===== src/rtl/wb_scoreboard_pkg.sv =====
// rtl/wb_scoreboard_pkg.sv - shared constants for the writeback/scoreboard slice
package wb_pkg;

  localparam logic [1:0] LS_B = 2'd0;
  localparam logic [1:0] LS_H = 2'd1;
  localparam logic [1:0] LS_W = 2'd2;

  // Output stage values after reset; the address is truncated to ADDR_WIDTH at use.
  localparam logic        WB_RST_V    = 1'b0;
  localparam logic [31:0] WB_RST_ADDR = 32'd0;
  localparam logic [31:0] WB_RST_DATA = 32'd0;

endpackage


===== src/rtl/wb_scoreboard_if.sv =====
// rtl/wb_scoreboard_if.sv - issue, EXU/LSU result, regfile write and status bundle
// Optional difftest commit ports exist only when WB_DIFFTEST_EN is defined.
interface wb_scoreboard_if #(
  parameter int ADDR_WIDTH = 5,
  parameter int DATA_WIDTH = 32
);
  logic                     iss_valid;
  logic [ADDR_WIDTH-1:0]    iss_rd;
  logic                     exu_valid;
  logic                     exu_ready;
  logic [ADDR_WIDTH-1:0]    exu_rd;
  logic                     exu_wen;
  logic [DATA_WIDTH-1:0]    exu_data;
  logic                     lsu_valid;
  logic                     lsu_ready;
  logic [ADDR_WIDTH-1:0]    lsu_rd;
  logic                     lsu_wen;
  logic [DATA_WIDTH-1:0]    lsu_rdata;
  logic [1:0]               lsu_size;
  logic                     lsu_unsigned;
  logic                     rf_wen;
  logic [ADDR_WIDTH-1:0]    rf_waddr;
  logic [DATA_WIDTH-1:0]    rf_wdata;
  logic [2**ADDR_WIDTH-1:0] busy_mask;
  logic [63:0]              instret;
`ifdef WB_DIFFTEST_EN
  logic [31:0]              exu_pc;
  logic [31:0]              lsu_pc;
  logic                     commit_valid;
  logic [31:0]              commit_pc;
`endif

  modport master (
    output iss_valid, iss_rd,
    output exu_valid, exu_rd, exu_wen, exu_data,
    output lsu_valid, lsu_rd, lsu_wen, lsu_rdata, lsu_size, lsu_unsigned,
    input  exu_ready, lsu_ready, rf_wen, rf_waddr, rf_wdata, busy_mask, instret
`ifdef WB_DIFFTEST_EN
    , output exu_pc, lsu_pc
    , input  commit_valid, commit_pc
`endif
  );

  modport slave (
    input  iss_valid, iss_rd,
    input  exu_valid, exu_rd, exu_wen, exu_data,
    input  lsu_valid, lsu_rd, lsu_wen, lsu_rdata, lsu_size, lsu_unsigned,
    output exu_ready, lsu_ready, rf_wen, rf_waddr, rf_wdata, busy_mask, instret
`ifdef WB_DIFFTEST_EN
    , input  exu_pc, lsu_pc
    , output commit_valid, commit_pc
`endif
  );

endinterface


===== src/rtl/wb_scoreboard_load_ext.sv =====
// rtl/wb_scoreboard_load_ext.sv - load data extender (byte/half/word, sign or zero)
module load_ext
  import wb_pkg::*;
(
  input  logic [31:0] i_data,
  input  logic [1:0]  i_size,
  input  logic        i_unsigned,
  output logic [31:0] o_data
);

  always_comb begin
    o_data = i_data;
    case (i_size)
      LS_B:    o_data = i_unsigned ? {24'h0, i_data[7:0]}  : {{24{i_data[7]}},  i_data[7:0]};
      LS_H:    o_data = i_unsigned ? {16'h0, i_data[15:0]} : {{16{i_data[15]}}, i_data[15:0]};
      default: o_data = i_data;
    endcase
  end

endmodule


===== src/rtl/wb_scoreboard.sv =====
// rtl/wb_scoreboard.sv - LSU/EXU writeback arbiter, regfile write stage, busy scoreboard
// WB_DIFFTEST_EN adds difftest commit PC tracking.
module wb_scoreboard
  import wb_pkg::*;
#(
  parameter int ADDR_WIDTH = 5,
  parameter int DATA_WIDTH = 32
) (
  input logic            clk,
  input logic            rst_n,
  wb_scoreboard_if.slave bus
);

  localparam int NREG = 2**ADDR_WIDTH;

  logic                  w_lsu_xfer;
  logic                  w_exu_xfer;
  logic                  w_xfer;
  logic                  w_wen;
  logic [ADDR_WIDTH-1:0] w_rd;
  logic [31:0]           w_ext_data;
  logic [DATA_WIDTH-1:0] w_sel_data;
  logic                  w_rf_wen;
  logic [NREG-1:0]       w_set;
  logic [NREG-1:0]       w_clr;
  logic [NREG-1:0]       w_busy_nxt;

  logic                  r_wb_v;
  logic                  r_rf_wen;
  logic [ADDR_WIDTH-1:0] r_rf_waddr;
  logic [DATA_WIDTH-1:0] r_rf_wdata;
  logic [NREG-1:0]       r_busy;
  logic [63:0]           r_instret;

  // LSU has fixed priority, so exu_ready is purely combinational on lsu_valid.
  assign bus.lsu_ready = 1'b1;
  assign bus.exu_ready = !bus.lsu_valid;
  assign w_lsu_xfer    = bus.lsu_valid;
  assign w_exu_xfer    = bus.exu_valid && !bus.lsu_valid;
  assign w_xfer        = w_lsu_xfer || w_exu_xfer;
  assign w_rd          = w_lsu_xfer ? bus.lsu_rd  : bus.exu_rd;
  assign w_wen         = w_lsu_xfer ? bus.lsu_wen : bus.exu_wen;
  assign w_sel_data    = w_lsu_xfer ? w_ext_data  : bus.exu_data;

  load_ext u_load_ext (
    .i_data     (bus.lsu_rdata),
    .i_size     (bus.lsu_size),
    .i_unsigned (bus.lsu_unsigned),
    .o_data     (w_ext_data)
  );

  always_ff @(posedge clk or negedge rst_n) begin
    if (!rst_n) begin
      r_wb_v     <= WB_RST_V;
      r_rf_wen   <= 1'b0;
      r_rf_waddr <= WB_RST_ADDR[ADDR_WIDTH-1:0];
      r_rf_wdata <= WB_RST_DATA;
    end else begin
      r_wb_v   <= w_xfer;
      r_rf_wen <= w_xfer && w_wen && (w_rd != '0);
      if (w_xfer) begin
        r_rf_waddr <= w_rd;
        r_rf_wdata <= w_sel_data;
      end
    end
  end

  assign w_rf_wen     = r_wb_v && r_rf_wen;
  assign bus.rf_wen   = w_rf_wen;
  assign bus.rf_waddr = r_rf_waddr;
  assign bus.rf_wdata = r_rf_wdata;

  // Clear on the regfile write edge, set on issue; set is applied last so it wins.
  always_comb begin
    w_set = '0;
    w_clr = '0;
    if (bus.iss_valid) w_set[bus.iss_rd] = 1'b1;
    if (w_rf_wen)      w_clr[r_rf_waddr] = 1'b1;
    w_busy_nxt    = (r_busy & ~w_clr) | w_set;
    w_busy_nxt[0] = 1'b0;
  end

  always_ff @(posedge clk or negedge rst_n) begin
    if (!rst_n) begin
      r_busy    <= '0;
      r_instret <= 64'd0;
    end else begin
      r_busy <= w_busy_nxt;
      if (r_wb_v) r_instret <= r_instret + 64'd1;
    end
  end

  assign bus.busy_mask = r_busy;
  assign bus.instret   = r_instret;

`ifdef WB_DIFFTEST_EN
  logic [31:0] r_commit_pc;

  always_ff @(posedge clk or negedge rst_n) begin
    if (!rst_n)      r_commit_pc <= 32'd0;
    else if (w_xfer) r_commit_pc <= w_lsu_xfer ? bus.lsu_pc : bus.exu_pc;
  end

  assign bus.commit_valid = r_wb_v;
  assign bus.commit_pc    = r_commit_pc;
`endif

endmodule

===== src/flat_wrapper.sv =====
// flat-port wrapper written by rule: the top's interface ports become plain ports
module wb_scoreboard_flat import wb_pkg::*;
#(
  parameter int ADDR_WIDTH = 5,
  parameter int DATA_WIDTH = 32
)
  (clk, rst_n, bus_iss_valid, bus_iss_rd, bus_exu_valid, bus_exu_rd, bus_exu_wen, bus_exu_data, bus_lsu_valid, bus_lsu_rd, bus_lsu_wen, bus_lsu_rdata, bus_lsu_size, bus_lsu_unsigned, bus_exu_ready, bus_lsu_ready, bus_rf_wen, bus_rf_waddr, bus_rf_wdata, bus_busy_mask, bus_instret);
  wb_scoreboard_if #(.ADDR_WIDTH(ADDR_WIDTH), .DATA_WIDTH(DATA_WIDTH)) bus_i ();
  input logic clk;
  input logic rst_n;
  input wire logic [$bits(bus_i.iss_valid)-1:0] bus_iss_valid;
  input wire logic [$bits(bus_i.iss_rd)-1:0] bus_iss_rd;
  input wire logic [$bits(bus_i.exu_valid)-1:0] bus_exu_valid;
  input wire logic [$bits(bus_i.exu_rd)-1:0] bus_exu_rd;
  input wire logic [$bits(bus_i.exu_wen)-1:0] bus_exu_wen;
  input wire logic [$bits(bus_i.exu_data)-1:0] bus_exu_data;
  input wire logic [$bits(bus_i.lsu_valid)-1:0] bus_lsu_valid;
  input wire logic [$bits(bus_i.lsu_rd)-1:0] bus_lsu_rd;
  input wire logic [$bits(bus_i.lsu_wen)-1:0] bus_lsu_wen;
  input wire logic [$bits(bus_i.lsu_rdata)-1:0] bus_lsu_rdata;
  input wire logic [$bits(bus_i.lsu_size)-1:0] bus_lsu_size;
  input wire logic [$bits(bus_i.lsu_unsigned)-1:0] bus_lsu_unsigned;
  output wire logic [$bits(bus_i.exu_ready)-1:0] bus_exu_ready;
  output wire logic [$bits(bus_i.lsu_ready)-1:0] bus_lsu_ready;
  output wire logic [$bits(bus_i.rf_wen)-1:0] bus_rf_wen;
  output wire logic [$bits(bus_i.rf_waddr)-1:0] bus_rf_waddr;
  output wire logic [$bits(bus_i.rf_wdata)-1:0] bus_rf_wdata;
  output wire logic [$bits(bus_i.busy_mask)-1:0] bus_busy_mask;
  output wire logic [$bits(bus_i.instret)-1:0] bus_instret;
  assign bus_i.iss_valid = bus_iss_valid;
  assign bus_i.iss_rd = bus_iss_rd;
  assign bus_i.exu_valid = bus_exu_valid;
  assign bus_i.exu_rd = bus_exu_rd;
  assign bus_i.exu_wen = bus_exu_wen;
  assign bus_i.exu_data = bus_exu_data;
  assign bus_i.lsu_valid = bus_lsu_valid;
  assign bus_i.lsu_rd = bus_lsu_rd;
  assign bus_i.lsu_wen = bus_lsu_wen;
  assign bus_i.lsu_rdata = bus_lsu_rdata;
  assign bus_i.lsu_size = bus_lsu_size;
  assign bus_i.lsu_unsigned = bus_lsu_unsigned;
  assign bus_exu_ready = bus_i.exu_ready;
  assign bus_lsu_ready = bus_i.lsu_ready;
  assign bus_rf_wen = bus_i.rf_wen;
  assign bus_rf_waddr = bus_i.rf_waddr;
  assign bus_rf_wdata = bus_i.rf_wdata;
  assign bus_busy_mask = bus_i.busy_mask;
  assign bus_instret = bus_i.instret;
  wb_scoreboard #(.ADDR_WIDTH(ADDR_WIDTH), .DATA_WIDTH(DATA_WIDTH)) u_core (.clk(clk), .rst_n(rst_n), .bus(bus_i));
endmodule

===== config.mk =====
export PLATFORM = sky130hd
export DESIGN_NAME = wb_scoreboard_flat
export DESIGN_NICKNAME = d
export VERILOG_FILES = /design/src/rtl/wb_scoreboard_pkg.sv /design/src/rtl/wb_scoreboard_if.sv /design/src/rtl/wb_scoreboard_load_ext.sv /design/src/rtl/wb_scoreboard.sv /design/src/flat_wrapper.sv
export SDC_FILE = /design/constraint.sdc
export NUM_CORES = 1
export LEC_CHECK = 0
export BUFFER_PORTS_ARGS = -buffer_cell sky130_fd_sc_hd__buf_2
export CORE_MARGIN = 4
export CORE_UTILIZATION = 47
export DETAILED_ROUTE_END_ITERATION = 7
export PLACE_DENSITY_LB_ADDON = 0.05
export SYNTH_ARGS = -nofsm -noshare
export SYNTH_HDL_FRONTEND = slang
export SYNTH_HIERARCHICAL = 1
export SYNTH_SLANG_ARGS = --single-unit

===== constraint.sdc =====
create_clock -name clk -period 2.45 [get_ports clk]
set_input_delay 0.49 -clock clk [delete_from_list [all_inputs] [get_ports clk]]
set_output_delay 0.49 -clock clk [all_outputs]
set_load 0.01 [all_outputs]

==> flow_summary.toml, run 1 <==
[place]
dpl.hpwl_mm = 13.1
pre_cts_ws_ns = 0.314
place_congestion = 0.853
io_buffers = 222

[floorplanning]
rows = 42
core-area_mm2 = 0.0134
die-area_mm2 = 0.0158
initial_core_util = 0.486
die_x_um = 126
io_pins = 225
die_y_um = 126

[cts]
clk_pin_slew_ns = 0.06
numCtsBuffers = 17
cts_hold_buf = 0
post-cts-setup-buffers = 0
clock_insertion_delay_worst_skew_ns = 0.41
cts_root_buf = "clkbuf_16"
ctsResizeCount = 0
cts_sinks = 134
cts_tree = "yes"
clockBufferDepth = 2
htreeDepth = 4

[detailed_routing]
wl_mm = 18.0
vias = 5685
drtIter0Drc = 439
drc = 0
viasPerCell = 5.40
drt-pass1-iter-count = 5
postRouteAntennaNets = 0
wl_per_cell_um = 17.0

[timing]
final-hold-violation-count = 0
tightest_slew_ns = 0.693
fin_ws_ns = 0.333
fin_tns_setup_ns = 0
min_period_ns = 2.12
clock.fmax_mhz = 472
slew_viol_final = 0
clock_skew_ns = 0.00817
setup_viol = 0
rsz0062_at_grt = "no"
fin_crit_sh = 0.864
max-slew-margin-rel = 0.529

[yosys]
synth_edf_count = 0
syn_nets = 741
synth_ff_type = "dfrtp_1"
yosysMostFrequentCell = "dfrtp_1"
yosys.area.top_type = "dfrtp_1"
synthTopCellsByArea = "dfrtp_1, o21ai_0, mux2i_1"
synth_common_cells = "dfrtp_1, o21ai_0, nand2_1, mux2i_1, xnor2_1"
ys_warn_count = 6
syn_avg_cell_area_um2 = 10.0
synthCells = 651
ys_seq_area_frac = 0.515
synth-async-reset-ratio = 1.00
syn_area_mm2 = 0.00651
synth_top_cell_area_share = 0.515
synth.distinct_cells = 42
synth-seq-cells = 134

[pwr]
ir_drop_uv = 475
powerDensity_mw_per_mm2 = 786
p_leak_nw = 4.17

[worst_setup_path]
arrival_ns = 2.45
worstPathRequired_ns = 2.78
crit_fanout = 8
critical_path.endpoint_type = "register"
start_kind = "register"
crit_type = "reg2reg"

[flow_run]
cap_violations = 0

[global_routing]
overflow = 0
grt_max_degree = 66
antenna_found_initial = 1
grt_usage = 0.231
grt_pass1_vias = 5832
grt_pass1_wl_mm = 29.7

[layout]
syn_to_final_growth_pct = 29.2
fill_cells = 1171
nNetsFinal = 953
seqCellArea_mm2 = 0.00335
multiInputGateArea_mm2 = 0.00292
drive_gt1_frac = 0.326

[outcome]
run_status = "finished, final reports clean"

[hold_path]
hp-class = "in2async"
## per-layer routing
layer	share of wire	track usage
met1	0.41	0.287
met5	0	0
met4	0.021	0.0886
met3	0.082	0.0779
met2	0.49	0.374
## area by class of cell
cell class | instances | share of cell area
Sequential cell | 134 | 0.399
Clock inverter | 10 | 0.0226
Tap cell | 176 | 0.0262
Antenna cell | 1 | 0.000298
Multi-Input combinational cell | 472 | 0.347
Timing Repair Buffer | 233 | 0.146
Inverter | 5 | 0.00223
Clock buffer | 22 | 0.0576
## critical path: stages, from the launching register on
cell     delay, ns
dfrtp_1       0.51
nand4_4       0.17
or4_4         0.55
nor4_4        0.37
and4_1        0.28
xor2_1        0.14
## stage by stage
stage | hold WS, ns | util | total power [mW] | std cells | area, µm²
detailed placement | 0.458 | 0.577 | 3.78 | 1020 | 7730
global route | 0.101 | 0.628 | 6.95 | 1053 | 8410
finish | 0.0739 | 0.628 | 6.61 | 1053 | 8410
global placement | 0.462 | 0.577 | 3.75 | 1020 | 7730
CTS | 0.0784 | 0.627 | 6.70 | 1052 | 8410
floorplan | 0.194 | - | 3.23 | 651 | 6510
## power breakdown
| group | internal [mW] | total [mW] | switching, mW |
|---|---|---|---|
| sequential | 2.48 | 2.71 | 0.233 |
| clock | 1.92 | 2.87 | 0.950 |
| combinational | 0.432 | 1.03 | 0.597 |
## registers in the layout (all words and copies together), names as in the netlist
register	cells
u_core/bus.rf_waddr	5
u_core/r_wb_v	1
u_core/bus.rf_wdata	32
u_core/r_rf_wen	1
u_core/bus.busy_mask	31
u_core/bus.instret	64
## final timing paths
kind                            depth (start not counted)  slack, ns                       end                    from
worst max-delay path                                    5       0.33    u_core/bus.instret[37]           u_core/r_wb_v
worst min-delay path                                    1       0.07    u_core/bus.instret[23]                   rst_n
worst max register to register                          5       0.33    u_core/bus.instret[37]           u_core/r_wb_v
worst min register to register                          1       0.48    u_core/bus.instret[63]  u_core/bus.instret[63]
max in group asynchronous                               2       1.71  u_core/bus.busy_mask[18]                   rst_n
min in group clk                                        3       0.29    u_core/bus.rf_wdata[3]        bus_lsu_rdata[3]
## cells in the final DEF (no fill, tap or decap), types with 10 or more instances in the layout
cell	count
mux2i_1	37
nand4_1	18
clkbuf_16	17
nand3_1	31
nand2_1	93
xor2_1	30
nor2_1	25
xnor2_1	33
nor3_1	12
nand3b_1	10
buf_2	221
o21ai_0	125
and3_1	13
dfrtp_1	134
## logic make-up (layout without fill, tap and decap cells)
logic type	Yosys count	after routing	synth area share
AO/OA/AOI/OAI	126	126	0.0974
buffers and inverters	45	270	0.0371
adder cells (fa/ha/maj)	1	1	0.00192
multiplexers	39	39	0.0607
other	2	3	0.00115
flip-flops	134	134	0.515
XOR/XNOR	63	63	0.0848
AND/OR/NAND/NOR	241	241	0.202
Power figures use the tool's default switching activity.
==> inputs of run 2 (changes only) <==
--- a/config.mk
+++ b/config.mk
@@ -5,9 +5,9 @@
 export SDC_FILE = /design/constraint.sdc
 export NUM_CORES = 1
 export LEC_CHECK = 0
-export BUFFER_PORTS_ARGS = -buffer_cell sky130_fd_sc_hd__buf_2
+export BUFFER_PORTS_ARGS = -buffer_cell sky130_fd_sc_hd__buf_4
 export CORE_MARGIN = 4
-export CORE_UTILIZATION = 47
+export CORE_UTILIZATION = 30
 export DETAILED_ROUTE_END_ITERATION = 7
 export PLACE_DENSITY_LB_ADDON = 0.05
 export SYNTH_ARGS = -nofsm -noshare
==> flow_summary.toml, run 2 (synthesized netlist as in run 1, its figures left out) <==
[timing]
max-slew-margin-rel = 0.500
fin_tns_setup_ns = 0
tightest_slew_ns = 0.736
fin_crit_sh = 0.849
clock_skew_ns = 0.00880
fin_ws_ns = 0.370
final-hold-violation-count = 0
clock.fmax_mhz = 481
slew_viol_final = 0
setup_viol = 0
rsz0062_at_grt = "no"
min_period_ns = 2.08

[floorplanning]
initial_core_util = 0.308
rows = 53
die_y_um = 155
die_x_um = 155
io_pins = 225
die-area_mm2 = 0.0241
core-area_mm2 = 0.0212

[global_routing]
grt_pass1_vias = 5720
antenna_found_initial = 0
grt_usage = 0.161
grt_max_degree = 50
grt_pass1_wl_mm = 31.1
overflow = 0

[detailed_routing]
drc = 0
postRouteAntennaNets = 0
drt-pass1-iter-count = 4
wl_mm = 19.7
vias = 5662
drtIter0Drc = 292
wl_per_cell_um = 17.1
viasPerCell = 4.91

[cts]
clockBufferDepth = 2
cts_tree = "yes"
clk_pin_slew_ns = 0.06
cts_hold_buf = 1
cts_sinks = 134
numCtsBuffers = 17
ctsResizeCount = 0
clock_insertion_delay_worst_skew_ns = 0.41
post-cts-setup-buffers = 0
htreeDepth = 4
cts_root_buf = "clkbuf_16"

[place]
pre_cts_ws_ns = 0.340
place_congestion = 0.811
io_buffers = 222
dpl.hpwl_mm = 14.6
placed_cell_area_mm2 = 0.00841
dp.cells = 1121

[layout]
drive_gt1_frac = 0.328
nNetsFinal = 956
instances_no_fill = 1154
layout_common_cells = "buf_4, dfrtp_1, o21ai_0, nand2_1, mux2i_1"
syn_to_final_growth_pct = 38.7
largest_register_ffs = 64
design_area_mm2 = 0.00903
final_common_cell = "buf_4"
n_antenna_cell = 0

[outcome]
run_status = "finished, final reports clean"

[pwr]
p_total_mw = 6.55
ir_drop_uv = 443
p_leak_nw = 4.29
powerDensity_mw_per_mm2 = 725

[worst_setup_path]
crit_type = "reg2reg"
start_kind = "register"
rr_worst_depth = 5
crit_chain = "nand3_2 -> or4_4 -> nor4_4 -> and4_1 -> xor2_1"
critPathMaxStageDelay_ns = 0.62
rrSetupSlack_ns = 0.37
crit_fanout = 7
r2r_start = "u_core/bus.instret[5]"
r2r_end = "u_core/bus.instret[37]"
slowest_stage = "or4_4"
arrival_ns = 2.42
critical_path.endpoint_type = "register"
worstPathRequired_ns = 2.79

[hold_path]
hold_start = "bus_lsu_rdata[6]"
hold_depth = 3
hp-class = "in2reg"
min_to = "u_core/bus.rf_wdata[6]"

[flow_run]
cap_violations = 0
## run 2: cell count changes in the layout (fill, tap and decap cells not counted), sizes merged, moves of 2 or more
cell | previous run | this run
clkinvlp | 0 | 2
bufinv | 5 | 3
buf | 233 | 235
clkinv | 3 | 6
clkbuf | 22 | 18
## run 2: metal layers
metal	wire length (µm)	GRT usage	vias up	share of wire
li1	-	-	2708	-
met1	8350	0.206	2750	0.42
met2	9570	0.262	172	0.49
met3	1330	0.0459	32	0.068
met4	422	0.0592	0	0.021
met5	0	0	-	0
## run 2: how the worst max path moves through the flow
stage | start | to | slack (ns) | depth (start not counted)
CTS | u_core/bus.instret[21] | u_core/bus.instret[57] | 0.31 | 5
global placement | u_core/bus.instret[5] | u_core/bus.instret[37] | 0.40 | 5
detailed placement | u_core/bus.instret[21] | u_core/bus.instret[57] | 0.34 | 5
finish | u_core/bus.instret[5] | u_core/bus.instret[37] | 0.37 | 5
floorplan | u_core/bus.instret[0] | u_core/bus.instret[60] | 0.49 | 6
global route | u_core/bus.instret[0] | u_core/bus.instret[62] | 0.12 | 6
## run 2: through the flow
stage                util  hold slack (ns)
floorplan               -            0.194
global placement    0.398            0.409
detailed placement  0.398            0.416
CTS                 0.427            0.263
global route        0.427            0.273
finish              0.427            0.282
## run 2: critical path, delay by kind of cell, from the launching register on
kind / cells / cell delay, ns
AND/OR/NAND/NOR: 4 / 1.42
XOR/XNOR: 1 / 0.14
flip-flops: 1 / 0.44
## run 2: layout make-up
class | count | area, µm²
clock buffer | 18 | 429
tap | 275 | 344
inverter | 5 | 18.8
timing repair buffer | 236 | 1790
clock inverter | 14 | 175
multi-input combinational | 472 | 2920
sequential | 134 | 3350
fill | 2068 | 12100
## run 2: report_power, final
group          internal, mW  switching (mW)  total [mW]  leakage (nW)
logic                 0.608           0.608        1.22          2.33
clock network          1.61            1.00        2.61         0.293
registers              2.48           0.241        2.72          1.67
==> inputs of run 3 (changes only) <==
==> constraint.sdc (replaced) <==
create_clock -name clk -period 1.7 [get_ports clk]
set_input_delay 0.34 -clock clk [delete_from_list [all_inputs] [get_ports clk]]
set_output_delay 0.34 -clock clk [all_outputs]
set_load 0.01 [all_outputs]
==> flow_summary.toml, run 3 (synthesized netlist as in run 1, its figures left out) <==
[worst_setup_path]
r2r_start = "u_core/bus.instret[5]"
rr_worst_depth = 6
rrSetupSlack_ns = -0.12
crit_chain = "nand3_2 -> or4_4 -> nor4_4 -> buf_6 -> and4_1 -> xor2_1"
crit_fanout = 7
start_kind = "register"
crit_type = "reg2reg"
r2r_end = "u_core/bus.instret[37]"
arrival_ns = 2.15
critical_path.endpoint_type = "register"
worstPathRequired_ns = 2.03
slowest_stage = "or4_4"
critPathMaxStageDelay_ns = 0.58

[place]
io_buffers = 222
placed_cell_area_mm2 = 0.00923
pre_cts_ws_ns = -0.195
place_congestion = 0.820
dpl.hpwl_mm = 15.6

[timing]
rsz0062_at_grt = "yes"
fin_ws_ns = -0.121
setup_viol = 26
hold_slack_ns = 0.135
fin_crit_sh = 1.07
slew_viol_final = 0
clock_skew_ns = 0.0109
final-hold-violation-count = 0
clock.fmax_mhz = 549
min_period_ns = 1.82

[detailed_routing]
drc = 0
drtIter0Drc = 242
wl_mm = 21.0
wl_per_cell_um = 16.7
postRouteAntennaNets = 0
vias = 6017
viasPerCell = 4.78
drt-pass1-iter-count = 5

[pwr]
share_comb_of_total_power = 0.217
p_leak_nw = 5.17
clockPowerShare = 0.392
seq_power_share = 0.391
p_int_mw = 7.11
powerDensity_mw_per_mm2 = 957
ir_drop_uv = 588
p_total_mw = 9.87
switching_share = 0.280
power.switching_mw = 2.77

[layout]
largest_register_ffs = 64
syn_to_final_growth_pct = 58.4
final_common_cell = "buf_4"
fill_cells = 1991
drive_gt1_frac = 0.450
nNetsFinal = 1061
design_area_mm2 = 0.0103
layout_common_cells = "buf_4, dfrtp_1, o21ai_0, nand2_1, mux2i_1"
fin_util = 0.487
n_antenna_cell = 0

[floorplanning]
die_x_um = 155
io_pins = 225
initial_core_util = 0.308
rows = 53
die-area_mm2 = 0.0241
die_y_um = 155
core-area_mm2 = 0.0212

[hold_path]
hp-class = "in2reg"
hold_depth = 3
hold_start = "bus_lsu_rdata[3]"
min_to = "u_core/bus.rf_wdata[3]"

[global_routing]
overflow = 0
grt_pass1_vias = 6334
grt_max_degree = 44
grt_usage = 0.170
grt_pass1_wl_mm = 33.1
antenna_found_initial = 0

[cts]
htreeDepth = 4
numCtsBuffers = 17
cts_root_buf = "clkbuf_16"
clock_insertion_delay_worst_skew_ns = 0.42
cts_sinks = 134
cts_tree = "yes"
clk_pin_slew_ns = 0.06
clockBufferDepth = 2

[outcome]
violations = "negative setup slack"
run_status = "finished with violations"

[flow_run]
cap_violations = 0
==> run 3: cell count changes in the layout (fill, tap and decap cells not counted), moves of 5 or more <==
cell,change
nand2_1,-6
nor2_4,+7
buf_6,+5
nor3_4,+11
dfrtp_1,-7
nor3_1,-10
nand3_1,-8
nor4_4,+6
buf_12,+6
nor2_1,-10
nand3_2,+8
nand2_2,+6
dfrtp_2,+7
buf_4,+92
==> run 3: worst max-delay path by stage <==
stage	to	slack [ns]	startpoint	depth (start not counted)
CTS	u_core/bus.instret[44]	-0.12	u_core/bus.instret[1]	7
floorplan	u_core/bus.instret[29]	-0.18	u_core/bus.instret[7]	6
global placement	u_core/bus.instret[60]	-0.18	u_core/bus.instret[5]	6
finish	u_core/bus.instret[37]	-0.12	u_core/bus.instret[5]	6
global route	u_core/bus.instret[37]	-0.19	u_core/bus.instret[8]	6
detailed placement	u_core/bus.instret[19]	-0.19	u_core/bus.instret[3]	5
==> run 3: cell type report <==
cell class | count | area (µm²) | share of cell area
flip-flops and latches | 134 | 3360 | 0.326
repair buffers | 341 | 2700 | 0.262
inverters | 5 | 18.8 | 0.00182
multi-input cells | 472 | 3270 | 0.317
clock buffers | 20 | 457 | 0.0443
well taps | 275 | 344 | 0.0334
clock inverters | 12 | 165 | 0.0160
==> run 3: per-layer routing <==
metal / track usage / part of all wire / vias up
met5: 0 / 0 / -
met4: 0.0584 / 0.018 / 0
met3: 0.0437 / 0.058 / 26
met2: 0.284 / 0.49 / 187
met1: 0.216 / 0.43 / 2895
li1: - / - / 2909
==> run 3: worst max-delay path: cells and delay by family, from the launching register on <==
kind	cells	cell delay (ns)
buf+inv	1	0.17
xor+xnor	1	0.16
simple gates	4	1.05
flops	1	0.36
==> run 3: power groups by stage <==
stage / Sequential, mW / Clock (mW) / Combinational, mW
finish: 3.86 / 3.87 / 2.15
global route: 3.90 / 4.13 / 2.36
CTS: 3.86 / 4.00 / 2.16
detailed placement: 3.91 / 0 / 2.08
global placement: 3.90 / 0 / 2.06
floorplan: 4.08 / 0 / 0.596
==> run 3: metrics by stage <==
step | instances | setup TNS (ns)
2_1_floorplan | 651 | -2.40
3_3_place_gp | 1213 | -1.50
3_5_place_dp | 1213 | -2.46
4_1_cts | 1253 | -1.79
5_1_grt | 1259 | -4.73
6_report | 1259 | -1.14
==> run 3: repair_timing <==
action | CTS | global route
cloned | 0 | 1
hold endpoints to repair | 39 | 0
endpoints found under the setup margin | 37 | 51
hold buffers | 1 | 0
gates resized for setup | 23 | 48
pin swaps | 15 | 31
setup buffers | 8 | 8
